### src/rtl/maxpool_engine.sv
// 2x2 stride-2 max/average pooling engine over a multi-channel BRAM image.
// Results are packed PACK per word and sent on a valid/ready write port.
module maxpool_engine #(
  parameter int DATA_W   = 16,
  parameter int IMG_W    = 40,
  parameter int IMG_H    = 40,
  parameter int CHANNELS = 4,
  parameter int PACK     = 4,
  parameter int RD_LAT   = 1,
  parameter int ADDR_W   = 16,
  parameter int SIGNED   = 1
) (
  input  logic                   clk,
  input  logic                   rst,
  input  logic                   start,
  input  logic                   mode,
  output logic [ADDR_W-1:0]      rd_addr,
  output logic                   rd_en,
  input  logic [DATA_W-1:0]      rd_data,
  output logic [DATA_W*PACK-1:0] out_data,
  output logic [ADDR_W-1:0]      out_addr,
  output logic                   out_valid,
  input  logic                   out_ready,
  output logic                   busy,
  output logic                   ch_done,
  output logic [7:0]             ch_idx,
  output logic                   all_done
);

  localparam int WO    = IMG_W / 2;
  localparam int HO    = IMG_H / 2;
  localparam int XW    = $clog2(WO + 1);
  localparam int YW    = $clog2(HO + 1);
  localparam int SW    = $clog2(PACK + 1);
  localparam int PW    = DATA_W * PACK;
  localparam int PLANE = IMG_W * IMG_H;

  if ((IMG_W % 2) != 0 || (IMG_H % 2) != 0) begin : g_geom_chk
    $error("maxpool_engine: IMG_W and IMG_H must be even");
  end

  typedef enum logic [2:0] {
    IDLE, RD, WAIT, RED, EMIT
  } state_t;

  state_t state_q, state_d;

  logic              mode_q;
  logic [7:0]        ch_q;
  logic [ADDR_W-1:0] ch_base_q;
  logic [XW-1:0]     wx_q;
  logic [YW-1:0]     wy_q;
  logic [SW-1:0]     slot_q;
  logic [1:0]        q_q;
  logic [1:0]        wcnt_q;
  logic [1:0]        cap_q;
  logic [RD_LAT-1:0] dly_q;
  logic [DATA_W-1:0] smp_q [4];
  logic [PW-1:0]     pack_q;
  logic [ADDR_W-1:0] oaddr_q;
  logic              ch_end_q;
  logic              busy_q;
  logic              ch_done_q;
  logic              all_done_q;

  logic              last_win;
  logic              last_ch;
  logic              emit_now;
  logic [YW:0]       row;
  logic [XW:0]       col;
  logic [ADDR_W-1:0] rd_addr_c;
  logic [DATA_W-1:0] mx;
  logic [DATA_W+1:0] sum;
  logic [DATA_W-1:0] red;

  function automatic logic gt(input logic [DATA_W-1:0] a,
                              input logic [DATA_W-1:0] b);
    if (SIGNED != 0) return $signed(a) > $signed(b);
    else return a > b;
  endfunction

  function automatic logic [DATA_W+1:0] ext(input logic [DATA_W-1:0] x);
    if (SIGNED != 0) return {{2{x[DATA_W-1]}}, x};
    else return {2'b00, x};
  endfunction

  assign last_win = (wx_q == XW'(WO - 1)) && (wy_q == YW'(HO - 1));
  assign last_ch  = (ch_q == 8'(CHANNELS - 1));
  assign emit_now = (slot_q == SW'(PACK - 1)) || last_win;

  assign row       = {wy_q, q_q[1]};
  assign col       = {wx_q, q_q[0]};
  assign rd_addr_c = ch_base_q
                   + ADDR_W'(row) * ADDR_W'(IMG_W)
                   + ADDR_W'(col);

  // Strict greater-than keeps the earlier sample on ties.
  always_comb begin
    mx = smp_q[0];
    for (int i = 1; i < 4; i++) begin
      if (gt(smp_q[i], mx)) mx = smp_q[i];
    end
  end

  assign sum = ext(smp_q[0]) + ext(smp_q[1])
             + ext(smp_q[2]) + ext(smp_q[3]);
  assign red = mode_q ? DATA_W'(sum >> 2) : mx;

  always_ff @(posedge clk) begin
    if (rst) state_q <= IDLE;
    else     state_q <= state_d;
  end

  always_comb begin
    state_d = state_q;
    unique case (state_q)
      IDLE: if (start) state_d = RD;
      RD:   if (q_q == 2'd3) state_d = WAIT;
      WAIT: if (wcnt_q == 2'(RD_LAT - 1)) state_d = RED;
      RED:  state_d = emit_now ? EMIT : RD;
      EMIT: begin
        if (out_ready) begin
          state_d = (ch_end_q && last_ch) ? IDLE : RD;
        end
      end
      default: state_d = IDLE;
    endcase
  end

  always_ff @(posedge clk) begin
    if (rst) begin
      mode_q     <= 1'b0;
      ch_q       <= '0;
      ch_base_q  <= '0;
      wx_q       <= '0;
      wy_q       <= '0;
      slot_q     <= '0;
      q_q        <= '0;
      wcnt_q     <= '0;
      cap_q      <= '0;
      dly_q      <= '0;
      smp_q      <= '{default: '0};
      pack_q     <= '0;
      oaddr_q    <= '0;
      ch_end_q   <= 1'b0;
      busy_q     <= 1'b0;
      ch_done_q  <= 1'b0;
      all_done_q <= 1'b0;
    end else begin
      ch_done_q  <= 1'b0;
      all_done_q <= 1'b0;
      // Capture follows the read-strobe delay line, not the FSM state.
      dly_q <= RD_LAT'({dly_q, rd_en});
      if (dly_q[RD_LAT-1]) begin
        smp_q[cap_q] <= rd_data;
        cap_q        <= cap_q + 2'd1;
      end
      unique case (state_q)
        IDLE: begin
          if (start) begin
            mode_q    <= mode;
            busy_q    <= 1'b1;
            ch_q      <= '0;
            ch_base_q <= '0;
            wx_q      <= '0;
            wy_q      <= '0;
            slot_q    <= '0;
            q_q       <= '0;
            cap_q     <= '0;
            pack_q    <= '0;
            oaddr_q   <= '0;
            ch_end_q  <= 1'b0;
          end
        end
        RD: begin
          q_q    <= q_q + 2'd1;
          wcnt_q <= '0;
        end
        WAIT: wcnt_q <= wcnt_q + 2'd1;
        RED: begin
          pack_q[int'(slot_q)*DATA_W +: DATA_W] <= red;
          slot_q   <= emit_now ? '0 : slot_q + SW'(1);
          ch_end_q <= last_win;
          if (last_win) begin
            wx_q <= '0;
            wy_q <= '0;
          end else if (wx_q == XW'(WO - 1)) begin
            wx_q <= '0;
            wy_q <= wy_q + YW'(1);
          end else begin
            wx_q <= wx_q + XW'(1);
          end
        end
        EMIT: begin
          if (out_ready) begin
            pack_q  <= '0;
            oaddr_q <= oaddr_q + ADDR_W'(1);
            if (ch_end_q) begin
              ch_done_q <= 1'b1;
              ch_end_q  <= 1'b0;
              if (last_ch) begin
                all_done_q <= 1'b1;
                busy_q     <= 1'b0;
              end else begin
                ch_q      <= ch_q + 8'd1;
                ch_base_q <= ch_base_q + ADDR_W'(PLANE);
              end
            end
          end
        end
        default: ;
      endcase
    end
  end

  assign rd_en     = (state_q == RD);
  assign rd_addr   = rd_en ? rd_addr_c : '0;
  assign out_valid = (state_q == EMIT);
  assign out_data  = out_valid ? pack_q : '0;
  assign out_addr  = oaddr_q;
  assign busy      = busy_q;
  assign ch_done   = ch_done_q;
  assign ch_idx    = ch_q;
  assign all_done  = all_done_q;

endmodule

### config.mk
export PLATFORM = sky130hd
export DESIGN_NAME = maxpool_engine
export DESIGN_NICKNAME = d
export VERILOG_FILES = /design/src/rtl/maxpool_engine.sv
export SDC_FILE = /design/constraint.sdc
export NUM_CORES = 1
export LEC_CHECK = 0
export BUFFER_PORTS_ARGS = -buffer_cell sky130_fd_sc_hd__buf_4
export CORE_ASPECT_RATIO = 1.1
export CORE_UTILIZATION = 50
export CTS_CLUSTER_DIAMETER = 30
export CTS_CLUSTER_SIZE = 30
export DETAILED_ROUTE_END_ITERATION = 8
export PLACE_DENSITY = 0.7
export SLEW_MARGIN = 10
export SYNTH_ARGS = -nofsm -noshare
export SYNTH_HDL_FRONTEND = slang
export SYNTH_SLANG_ARGS = --single-unit
### constraint.sdc
create_clock -name clk -period 14 [get_ports clk]
set_clock_uncertainty 0.2 [all_clocks]
set_input_delay 0 -clock clk [delete_from_list [all_inputs] [get_ports clk]]
set_output_delay 0 -clock clk [all_outputs]
set_load 0.01 [all_outputs]
==> flow_summary.json <==
{
  "grt-ovfl-total": 0,
  "p_comb_share_pct": 28.3,
  "multi_input_area_um2": 7260,
  "crit_required_ps": 14140,
  "switching_power_uw": 548,
  "leakagePower_nw": 5.81,
  "yosysMostFrequentCell": "nand2_1",
  "synth-main-ff-cell": "dfxtp_1",
  "pwr-share-seq_pct": 37.4,
  "dp_slack_ps": 5830,
  "ys_types": 69,
  "worst_setup_path_end_kind": "register",
  "nFillCells": 2052,
  "crit_fanout": 42,
  "dp_hpwl_um": 22800,
  "synth.top_cell.area_share_pct": 33.0,
  "yosysWarnings": 0,
  "drive_above_1_share_pct": 12.6,
  "hp-class": "primary input to register",
  "routabilityCongestion": 0.954,
  "worst_slew_pin_slew_ps": 1330,
  "n_antenna_cell": 0,
  "max_freq_mhz": 121,
  "routed_via_density": 5.57,
  "grt_max_degree": 91,
  "rsz0062_at_grt": "false",
  "vias": 10000,
  "synth-edff-count": 0,
  "setup_viol": 0,
  "relSlewSlack_pct": 10.4,
  "clockPowerShare_pct": 34.3,
  "arrival_ps": 8390,
  "drc": 0,
  "clkSinkCount": 190,
  "port-buffer-count": 129,
  "crit_buf_inv": 2,
  "cp_slowest_cell": "a211oi_4",
  "fin_ws_ps": 5750,
  "ir_drop_mv": 0.0901,
  "fin_nets": 1652,
  "area_growth_pct": 17.1,
  "grt_pass1_vias": 9591,
  "clk_pin_slew_ps": 80,
  "cts_max_path_buffers": 2,
  "power.internal_uw": 943,
  "grt_pass1_wl_um": 49600,
  "fp.dieW_um": 147,
  "yosysTopAreaCell": "dfxtp_1",
  "die_h_um": 161,
  "power.density_nw_per_um2": 111,
  "crit_type": "register to register",
  "ctsResizeCount": 0,
  "avgSynthCellArea_um2": 8.33,
  "drtIter0Drc": 669,
  "syn_area_um2": 11500,
  "synth_common_cells": "nand2_1, dfxtp_1, a21oi_1",
  "maxCapViolations": 0,
  "finalHoldViolations": 0,
  "slew_viol_final": 0,
  "whs_ps": 169,
  "synth_cells": 1382,
  "max_stage_delay_ps": 850,
  "synth_nets": 1542,
  "drt-pass1-iter-count": 5,
  "crit_family": "simple AND/OR/NAND/NOR gates",
  "h-tree-depth": 4,
  "synth-seq-area-share_pct": 33.0,
  "io_pins": 130,
  "regArea_um2": 3800,
  "coreArea_um2": 22300,
  "startpoint_type": "register",
  "outcome": "completed",
  "setup_tns_ps": 0,
  "synth_area_leaders": "dfxtp_1, ha_1, nand2_1",
  "dp_cells": 1746,
  "routedWlPerCell_um": 16.9,
  "async_reset_ff_share_pct": 0,
  "tritoncts": "built",
  "track_usage_pct": 26.3,
  "swShare_pct": 36.8,
  "crit_top_cell": "ha_1",
  "fin_util_pct": 60.4,
  "dieArea_um2": 23600,
  "finalCritPeriodShare_pct": 58.9,
  "wl_um": 30500,
  "fin_cells": 1800,
  "start_util_pct": 51.6,
  "clk-insertion-delay-late_ps": 450,
  "ant_nets": 0,
  "layout_min_cycle_time_ps": 8250,
  "synth_seq_cells": 190,
  "grt_antenna_before_repair": 0,
  "cts-root-buf": "clkbuf_16",
  "cts_inserted_buffers": 17,
  "fp-row-count": 57
}
==> per-layer routing <==
metal  GRT usage [%]  vias to the layer above  share of wire [%]
li1                -                     5006                  -
met1            33.6                     4708                 45
met2            45.1                      263                 49
met3            4.10                       42                4.2
met4            8.66                        0                1.9
met5               0                        -                  0
==> worst reg2reg max path, stage by stage (launching register included) <==
cell	delay, ps
dfxtp_1	460
inv_1	70
ha_1	310
nand4_1	150
or4_4	580
a21oi_2	140
nor2_1	90
a211oi_4	850
mux2i_1	530
ha_1	350
and4_1	220
a221oi_1	320
a21oi_1	110
o31a_1	140
nor2_2	90
buf_4	350
o21ai_0	160
ha_1	330
nand4_1	150
nor3_1	270
a41oi_1	160
o31a_1	220
or2_2	410
nor3_2	840
a21oi_1	320
a32o_1	340
==> cell families after synthesis <==
group / synth area share [%]
AOI/OAI and AO/OA: 17.4
xor gates and xnor gates: 4.26
adders and majority gates: 17.3
buffers and inverters: 4.01
DFF: 33.0
muxes: 2.39
other: 0.0326
and+or+nand+nor: 21.6
==> cells in the final DEF, fill, tap and decap left out, types with 6 or more instances in the layout <==
master         synthesis  final
dfxtp_1              190    190
clkbuf_16              0     17
nand3_1               24     24
ha_1                 105    105
a22oi_1                6      6
nor3_1                13     13
nor2_1               100     99
or3_1                  8      8
o21a_1                 7      7
clkinv_8               0      6
and3_1                16     16
or2_2                  7      7
inv_1                 52     52
nand4_1               17     17
a32o_1                 7      7
nor2b_1               10     10
fa_1                  34     34
dlygate4sd3_1          0     22
nand2b_1              11     11
a22o_1                14     14
a211oi_1               9      9
and2_1                69     69
nand2_1              235    235
a21oi_1              117    117
o21ai_1               13     13
o21ai_0               77     77
mux2i_1               23     23
o22ai_1                6      6
xnor2_1               20     20
buf_4                  1    134
a21o_1                11     11
xor2_1                36     36
==> layout make-up <==
cell class,count,area share [%]
clock buffers,17,3.15
flip-flops and latches,190,28.2
clock inverters,15,1.51
multi-input cells,1074,53.8
repair buffers,156,9.09
inverters,53,1.48
well taps,295,2.74
==> final timing paths <==
path	startpoint	to	slack (ps)	cells after the start
min	rd_data[7]	smp_q[55]	170	4
max	smp_q[63]	pack_q[63]	5750	25
max reg2reg	smp_q[63]	pack_q[63]	5750	25
min reg2reg	pack_q[41]	pack_q[41]	250	2
==> registers in the layout, indices dropped and copies added (netlist names), 2 cells and up <==
register and count:
pack_q 64, smp_q 64, out_addr 16, ch_base_q 10, ch_idx 8, wx_q 5, wy_q 5, slot_q 3
state_q 3, cap_q 2, q_q 2, wcnt_q 2
==> power groups by stage <==
stage | clock (mW) | sequential (mW) | combinational, mW
after floorplan | 0 | 0.565 | 0.307
after global placement | 0 | 0.570 | 0.406
after detailed placement | 0 | 0.570 | 0.411
after CTS | 0.517 | 0.557 | 0.418
after global routing | 0.536 | 0.559 | 0.459
final | 0.512 | 0.557 | 0.423
==> stage by stage <==
step	power [mW]	cell area, µm²
floorplan	0.872	11500
global placement	0.976	12600
detailed placement	0.981	12600
CTS	1.49	13500
global route	1.55	13500
finish	1.49	13500
==> timing repair <==
action / in CTS / in global routing
hold endpoints to repair: 127 / 0
hold buffers: 22 / 0
setup buffers: 0 / 0
endpoints found under the setup margin: 0 / 0
Power figures use the tool's default switching activity.
